### src/rtl/scmp_bus_pak.sv
// SC/MP bus target shared types.
// State encoding, status-flag bit positions and address type.
package scmp_bus_pak;

  typedef enum logic [3:0] {
    IDLE,
    ADDR,
    RD_WAIT,
    RD_STRETCH,
    RD_DRIVE,
    WR_WAIT,
    WR_STRETCH,
    WR_END,
    DRAIN
  } BUS_STATE_t;

  localparam int FLG_IX_R = 0;
  localparam int FLG_IX_I = 1;
  localparam int FLG_IX_D = 2;
  localparam int FLG_IX_H = 3;

  typedef logic [15:0] BUS_ADDR_t;

endpackage

### src/rtl/scmp_bus_waitgen.sv
// Loadable 4-bit down-counter with zero flag.
// Times the bus_hold stretch after a memory ack.
module scmp_bus_waitgen (
  input  logic       clk_i,
  input  logic       rst_i,
  input  logic       load_i,
  input  logic [3:0] val_i,
  input  logic       dec_i,
  output logic       zero_o
);

  logic [3:0] cnt_q, cnt_d;

  always_comb begin
    cnt_d = cnt_q;
    if (load_i) begin
      cnt_d = val_i;
    end else if (dec_i && cnt_q != 4'd0) begin
      cnt_d = cnt_q - 4'd1;
    end
  end

  always_ff @(posedge clk_i) begin
    if (rst_i) cnt_q <= 4'd0;
    else       cnt_q <= cnt_d;
  end

  assign zero_o = (cnt_q == 4'd0);

endmodule

### src/rtl/scmp_bus_target.sv
// SC/MP external bus responder: latches address/status,
// runs a req/ack memory access and stretches the CPU cycle.
module scmp_bus_target
  import scmp_bus_pak::*;
#(
  parameter int unsigned WAIT_STATES = 0
) (
  input  logic        clk,
  input  logic        rst,
  input  logic        bus_ADS_n,
  input  logic        bus_RD_n,
  input  logic        bus_WR_n,
  input  logic [11:0] bus_ad,
  input  logic [7:0]  bus_db_in,
  output logic [7:0]  bus_db_out,
  output logic        bus_db_oe,
  output logic        bus_hold,
  output logic [15:0] cyc_addr,
  output logic [3:0]  cyc_flags,
  output logic        halt_pulse,
  output logic        proto_err,
  output logic        mem_req,
  output logic        mem_we,
  output logic [15:0] mem_addr,
  output logic [7:0]  mem_wdata,
  input  logic [7:0]  mem_rdata,
  input  logic        mem_ack
);

  BUS_STATE_t state_q, state_d;
  BUS_ADDR_t  addr_q, addr_d;
  logic [3:0] flags_q, flags_d;
  logic       halt_q, halt_d;
  logic       perr_q, perr_d;
  logic       req_q, req_d;
  logic       we_q, we_d;
  logic [7:0] wdata_q, wdata_d;
  logic [7:0] dout_q, dout_d;
  logic       oe_q, oe_d;
  logic       hold_q, hold_d;
  logic       abort_q, abort_d;
  logic       do_lat;
  logic       wt_load;
  logic       wt_dec;
  logic       wt_zero;

  scmp_bus_waitgen u_wait (
    .clk_i  (clk),
    .rst_i  (rst),
    .load_i (wt_load),
    .val_i  (4'(WAIT_STATES)),
    .dec_i  (wt_dec),
    .zero_o (wt_zero)
  );

  always_comb begin
    state_d = state_q;
    addr_d  = addr_q;
    flags_d = flags_q;
    halt_d  = 1'b0;
    perr_d  = 1'b0;
    req_d   = req_q;
    we_d    = we_q;
    wdata_d = wdata_q;
    dout_d  = dout_q;
    oe_d    = oe_q;
    hold_d  = hold_q;
    abort_d = abort_q;
    do_lat  = 1'b0;
    wt_load = 1'b0;
    wt_dec  = 1'b0;
    unique case (state_q)
      IDLE: begin
        if (!bus_ADS_n) do_lat = 1'b1;
        else if (!bus_RD_n || !bus_WR_n) perr_d = 1'b1;
      end
      ADDR: begin
        if (!bus_ADS_n) begin
          do_lat = 1'b1;
        end else if (!bus_RD_n && !bus_WR_n) begin
          perr_d  = 1'b1;
          state_d = DRAIN;
        end else if (!bus_RD_n) begin
          req_d   = 1'b1;
          we_d    = 1'b0;
          hold_d  = 1'b1;
          abort_d = 1'b0;
          perr_d  = ~flags_q[FLG_IX_R];
          state_d = RD_WAIT;
        end else if (!bus_WR_n) begin
          req_d   = 1'b1;
          we_d    = 1'b1;
          hold_d  = 1'b1;
          wdata_d = bus_db_in;
          perr_d  = flags_q[FLG_IX_R];
          state_d = WR_WAIT;
        end
      end
      RD_WAIT: begin
        if (bus_RD_n) abort_d = 1'b1;
        if (mem_ack) begin
          req_d = 1'b0;
          // a withdrawn read still finishes on the memory side
          if (abort_q || bus_RD_n) begin
            hold_d  = 1'b0;
            state_d = IDLE;
          end else begin
            dout_d  = mem_rdata;
            wt_load = 1'b1;
            state_d = RD_STRETCH;
          end
        end
      end
      RD_STRETCH: begin
        if (wt_zero) begin
          hold_d  = 1'b0;
          oe_d    = 1'b1;
          state_d = RD_DRIVE;
        end else begin
          wt_dec = 1'b1;
        end
      end
      RD_DRIVE: begin
        if (bus_RD_n) begin
          oe_d    = 1'b0;
          state_d = IDLE;
          if (!bus_ADS_n) do_lat = 1'b1;
        end
      end
      WR_WAIT: begin
        if (mem_ack) begin
          req_d   = 1'b0;
          wt_load = 1'b1;
          state_d = WR_STRETCH;
        end
      end
      WR_STRETCH: begin
        if (wt_zero) begin
          hold_d  = 1'b0;
          state_d = WR_END;
        end else begin
          wt_dec = 1'b1;
        end
      end
      WR_END: begin
        if (bus_WR_n) state_d = IDLE;
      end
      DRAIN: begin
        if (bus_RD_n && bus_WR_n) state_d = IDLE;
      end
      default: state_d = IDLE;
    endcase
    if (do_lat) begin
      addr_d  = {bus_db_in[3:0], bus_ad};
      flags_d = bus_db_in[7:4];
      halt_d  = bus_db_in[4+FLG_IX_H];
      state_d = ADDR;
    end
  end

  always_ff @(posedge clk) begin
    if (rst) begin
      state_q <= IDLE;
      addr_q  <= '0;
      flags_q <= '0;
      halt_q  <= 1'b0;
      perr_q  <= 1'b0;
      req_q   <= 1'b0;
      we_q    <= 1'b0;
      wdata_q <= '0;
      dout_q  <= '0;
      oe_q    <= 1'b0;
      hold_q  <= 1'b0;
      abort_q <= 1'b0;
    end else begin
      state_q <= state_d;
      addr_q  <= addr_d;
      flags_q <= flags_d;
      halt_q  <= halt_d;
      perr_q  <= perr_d;
      req_q   <= req_d;
      we_q    <= we_d;
      wdata_q <= wdata_d;
      dout_q  <= dout_d;
      oe_q    <= oe_d;
      hold_q  <= hold_d;
      abort_q <= abort_d;
    end
  end

  assign bus_db_out = dout_q;
  assign bus_db_oe  = oe_q;
  assign bus_hold   = hold_q;
  assign cyc_addr   = addr_q;
  assign cyc_flags  = flags_q;
  assign halt_pulse = halt_q;
  assign proto_err  = perr_q;
  assign mem_req    = req_q;
  assign mem_we     = we_q;
  assign mem_addr   = addr_q;
  assign mem_wdata  = wdata_q;

endmodule

### config.mk
export PLATFORM = sky130hd
export DESIGN_NAME = scmp_bus_target
export DESIGN_NICKNAME = d
export VERILOG_FILES = /design/src/rtl/scmp_bus_pak.sv /design/src/rtl/scmp_bus_waitgen.sv /design/src/rtl/scmp_bus_target.sv
export SDC_FILE = /design/constraint.sdc
export NUM_CORES = 1
export LEC_CHECK = 0
export CAP_MARGIN = 10
export CELL_PAD_IN_SITES_DETAIL_PLACEMENT = 1
export CELL_PAD_IN_SITES_GLOBAL_PLACEMENT = 2
export CORE_MARGIN = 1
export CORE_UTILIZATION = 24
export CTS_CLUSTER_SIZE = 14
export DETAILED_ROUTE_END_ITERATION = 12
export GPL_TIMING_DRIVEN = 0
export PLACE_DENSITY_LB_ADDON = 0.1
export SYNTH_ARGS = -nofsm -noshare
export SYNTH_HDL_FRONTEND = slang
export SYNTH_SLANG_ARGS = --single-unit
### constraint.sdc
create_clock -name clk -period 2.6 [get_ports clk]
set_input_delay 0.39 -clock clk [delete_from_list [all_inputs] [get_ports clk]]
set_output_delay 0.39 -clock clk [all_outputs]
set_load 0.02 [all_outputs]
Yosys cells after proc, flatten, opt, wreduce, memory -nomap -nowiden
Cells that the tools add are included.
- register bits: 51
- input bits: 34
- output and inout bits: 58
- logic and storage cells: 134
- add/subtract/negate cells: 1
- equal/unequal tests: 35
- multiplexer cells: 49
- bitwise gates (word level): 6
- reductions and logical operators: 29
- operators by type and width (cell ; number):
    $mux W4 ; 11
    $pmux W4 S9 ; 1
    $mux W1 ; 29
    $ne A2 B2 Y1 const B ; 12
    $ne A3 B3 Y1 const B ; 7
    $reduce_and A10 Y1 ; 2
    $eq A4 B3 Y1 const B ; 4
    $reduce_and A5 Y1 ; 3
    $pmux W1 S2 ; 6
    $reduce_or A2 Y1 ; 6
    $eq A4 B2 Y1 const B ; 2
    $logic_not A4 Y1 ; 2
    $ne A2 B1 Y1 const B ; 4
    $reduce_and A7 Y1 ; 1
    $ne A3 B2 Y1 const B ; 2
    $not A1 Y1 ; 6
    $reduce_and A3 Y1 ; 2
    $reduce_bool A2 Y1 ; 3
    $ne A5 B5 Y1 const B ; 1
    $eq A4 B1 Y1 const B ; 1
    $eq A4 B4 Y1 const B ; 1
    $ne A4 B4 Y1 const B ; 1
    $reduce_and A4 Y1 ; 1
    $reduce_bool A4 Y1 ; 1
    7 further kinds ; 11

Logic depth before layout (Yosys ltp)
- depth in word-level cells: 6
- gate-level depth with buffers: 8
- mapped depth without buffers: 7

By module
From an unflattened synthesis, not the netlist that was laid out.
- cell total of the unflattened synthesis: 304
- area, all modules: 2481.1 µm²
- modules (own cells, without submodules) (module ; times used ; cells each ; area each (µm²) ; seq. area each (µm²)):
    scmp_bus_target ; 1 ; 275 ; 2218.4 ; 940.9
    scmp_bus_waitgen ; 1 ; 29 ; 262.8 ; 80.1

Least setup slack after synthesis
No wires, ideal clock.
- kind: input -> register
- start: in bus_RD_n
- end: reg state_q[1]
- library setup time: 115 ps
- arrival time: 1806 ps
- required time: 2485 ps
- path slack: 679 ps
- cell stages on the path: 8
- buffers on the path: 1
- cells stage by stage: buf_2 -> inv_1 -> ha_1 -> nand2b_1 -> a21oi_1 -> a2111o_1 -> and3_1 -> a31o_1
- word-level cells in the longest chain between the ends: 5
- elaborated cells on any way between the ends: 17
- those cells by class: 3 x eq/ne; 8 x mux; 6 x reduce/logical
- ends and longest elaborated chain (item ; RTL line ; text):
    from (decl) ; scmp_bus_target.sv:11 ; input logic bus_RD_n,
    $logic_not A1 Y1 ; -- ;
    $logic_and A1 B1 Y1 ; scmp_bus_target.sv:80 ; end else if (!bus_RD_n && !bus_WR_n) begin
    $mux W4 ; scmp_bus_target.sv:80 ;
    $mux W4 ; scmp_bus_target.sv:78 ; if (!bus_ADS_n) begin
    $pmux W4 S9 ; scmp_bus_target.sv:72 ; unique case (state_q)
    to (signal assigned) ; scmp_bus_target.sv:176 ; state_q <= state_d;
    to (decl) ; scmp_bus_target.sv:30 ; BUS_STATE_t state_q, state_d;
Several ways; a longest one is shown, not always the timed one. The select of a mux whose other input is x is not followed.
A chain may end at the register's enable or synchronous reset.

Final worst setup path
- start: in bus_RD_n
- end: reg state_q[2]
The elaborated chain is that of the path after synthesis.

==> impl_metrics.yaml <==
status:
  outcome: "completed"
floorplanning:
  rows: 35
  die_area_um2: 10300
  initial_core_util: 0.252
  die_h_um: 101
  io_pins: 92
  coreArea_um2: 9370
  die_w_um: 101
grt:
  grt_antenna_before_repair: 0
  grt_pass1_vias: 2316
  gr-total-overflow: 0
  grt_usage: 0.141
  grt_first_pass_wirelength_um: 11200
  grt_start_max_net_pins: 16
clocking:
  postCtsHoldBufs: 0
  clock_path_buffers: 2
  h-tree-depth: 2
  path_clk_slew_ns: 0.10
  cts_resized: 0
  clk_latency_ns: 0.31
  cts_tree: "built"
  cts_setup_buffers: 0
  cts_root_buffer: "clkbuf_8"
  cts_inserted_buffers: 5
  numClockSinks: 51
logic_synthesis:
  syn_inst: 280
  synthTopCellsByArea: "dfxtp_1 (43%), mux2i_1 (8.5%), nand2_1 (7.6%)"
  synth_top_flop_cell: "dfxtp_1"
  syn-num-nets: 319
  ys_warn_count: 0
  async_flop_share: 0
  yosys.area.top_type_share: 0.432
  synth_edf_count: 0
  ys_seq_elements: 51
  yosysTopAreaCell: "dfxtp_1"
  syn_area_per_cell_um2: 8.45
  ys_types: 44
  syn_area_um2: 2360
  ys_seq_area_frac: 0.432
cells_and_area:
  fillCellCount: 1133
  num-nets-final: 417
  final_common_cell: "clkdlybuf4s50_1"
  drive_above_1_share: 0.0897
  multi_input_area_um2: 1120
  seqCellArea_um2: 1020
  final_cell_mix: "clkdlybuf4s50_1 (91), dfxtp_1 (51), nand2_1 (48), nor2_1 (32), a21oi_1 (27)"
  area_growth_pct: 49.4
  layout.cell_area.non_filler_um2: 3530
  n_antenna_cell: 0
critical_path:
  critPathMaxFanout: 10
  slowest_stage: "clkdlybuf4s50_1"
  arrival_ns: 2.60
  crit_cells: 9
  worst-path-buf-inv: 3
  endpoint_kind: "flip-flop"
  path_cells: "clkdlybuf4s50_1 > buf_2 > inv_1 > ha_1 > nand2b_1 > a21oi_1 > a2111o_1 > a21oi_1 > mux2i_1"
  critPathLaunchType: "input pin"
  max_stage_delay_ns: 0.45
  cp.required_ns: 2.84
  rr_worst_depth: 7
  crit_family: "buffers and inverters"
  path_class: "in -> reg"
  worst_path_most_repeated_cell: "a21oi_1"
routing:
  vias_per_cell: 4.34
  drc: 0
  drt_iter0_markers: 57
  wl_per_cell_um: 13.7
  drt_wl_total_um: 6940
  drtAntennaViolNets: 0
  vias: 2207
  drt_first_pass_iters: 4
timing:
  fin_skew_ns: 0.00637
  setup_violations: 0
  slew_violations: 0
  fin_crit_ns: 2.36
  max-slew-margin-rel: 0.606
  final_hold_viol_count: 0
  rsz0062_at_grt: "no"
  fin_crit_sh: 0.909
  whs_ns: 0.474
  max_freq_mhz: 423
  tightest_slew_ns: 0.589
hold_path:
  worstHoldPathType: "reg -> reg"
  worstHoldPathCells: 2
power:
  leakage_nw: 1.46
  worst_ir_drop_vdd_uv: 237
  power.total_mw: 1.65
  power_density_nw_per_um2: 466
placement:
  port_buffers: 91
  dpl-instance-area_um2: 3440
  gp_congestion: 0.772
  hpwl_um: 5250
job:
  maxCapViolCount: 0
==> sequential cells by signal, summed over array words and instances (netlist names) <==
signal,count
proto_err,1
halt_pulse,1
bus_hold,1
abort_q,1
mem_req,1
state_q,4
bus_db_oe,1
cyc_addr,16
mem_we,1
bus_db_out,8
u_wait.cnt_q,4
cyc_flags,4
mem_wdata,8
==> per-stage QoR <==
stage / cells / utilization / setup slack (ns) / setup TNS (ns)
after global placement: 500 / 0.367 / -0.0847 / -0.218
after CTS: 508 / 0.377 / 0.242 / 0
after global routing: 508 / 0.377 / 0.0942 / 0
after floorplan: 280 / - / 0.679 / 0
final: 508 / 0.377 / 0.237 / 0
after detailed placement: 500 / 0.367 / -0.0830 / -0.219
==> cells by family after synthesis <==
| group | after synthesis | share of synthesized area |
|---|---|---|
| xor gates and xnor gates | 3 | 0.0111 |
| AOI/OAI and AO/OA | 49 | 0.133 |
| and+or+nand+nor | 112 | 0.215 |
| muxes | 21 | 0.0894 |
| adders and majority gates | 5 | 0.0265 |
| buffers and inverters | 39 | 0.0936 |
| DFF | 51 | 0.432 |
==> where the power goes <==
group          total [mW]  leakage, nW  internal (mW)  switching [mW]
Sequential          0.822        0.416          0.806          0.0164
Clock               0.494       0.0484          0.219           0.275
Combinational       0.329        0.997          0.165           0.164
Total                1.65         1.46           1.19           0.455
==> worst register-to-register path, cell delays in order (launching register included) <==
cell,delay (ns)
dfxtp_1,0.34
inv_1,0.06
ha_1,0.16
nor3b_1,0.51
a211oi_2,0.18
a2111o_1,0.42
a21oi_1,0.25
mux2i_1,0.20
==> metal layers <==
layer / track usage / vias to the layer above / wire (um)
met5: 0 / - / 0
met4: 0.0457 / 0 / 95
met3: 0.0400 / 7 / 425
met2: 0.235 / 71 / 3140
met1: 0.175 / 1004 / 3280
li1: - / 1125 / -
==> layout make-up <==
cell class,count,area share
buffer,31,0.0542
inverter,8,0.00850
clock buffer,7,0.0244
multi-input combinational,190,0.318
tap,129,0.0457
clock inverter,1,0.00248
timing repair buffer,91,0.258
sequential,51,0.289
==> final timing paths <==
check,endpoint,start,slack [ns]
worst max-delay path,state_q[2],bus_RD_n,0.24
worst max register to register,state_q[2],u_wait.cnt_q[0],0.41
worst min-delay path,cyc_flags[2],cyc_flags[2],0.47
worst min register to register,cyc_flags[2],cyc_flags[2],0.47
==> cell usage after synthesis (2+ instances only) <==
cell type  instances
nor3b_1            2
nand3_1            5
buf_4             17
buf_2              3
ha_1               5
a32oi_1            2
a211oi_1           4
clkbuf_1          10
nor2_1            32
inv_1              8
nor2b_1            3
xnor2_1            2
nand2_1           48
a21oi_1           27
a211o_1            2
o21ai_0            2
mux2i_1           20
dfxtp_1           51
nand2b_1           5
nor3_1             8
Power figures use the tool's default switching activity.
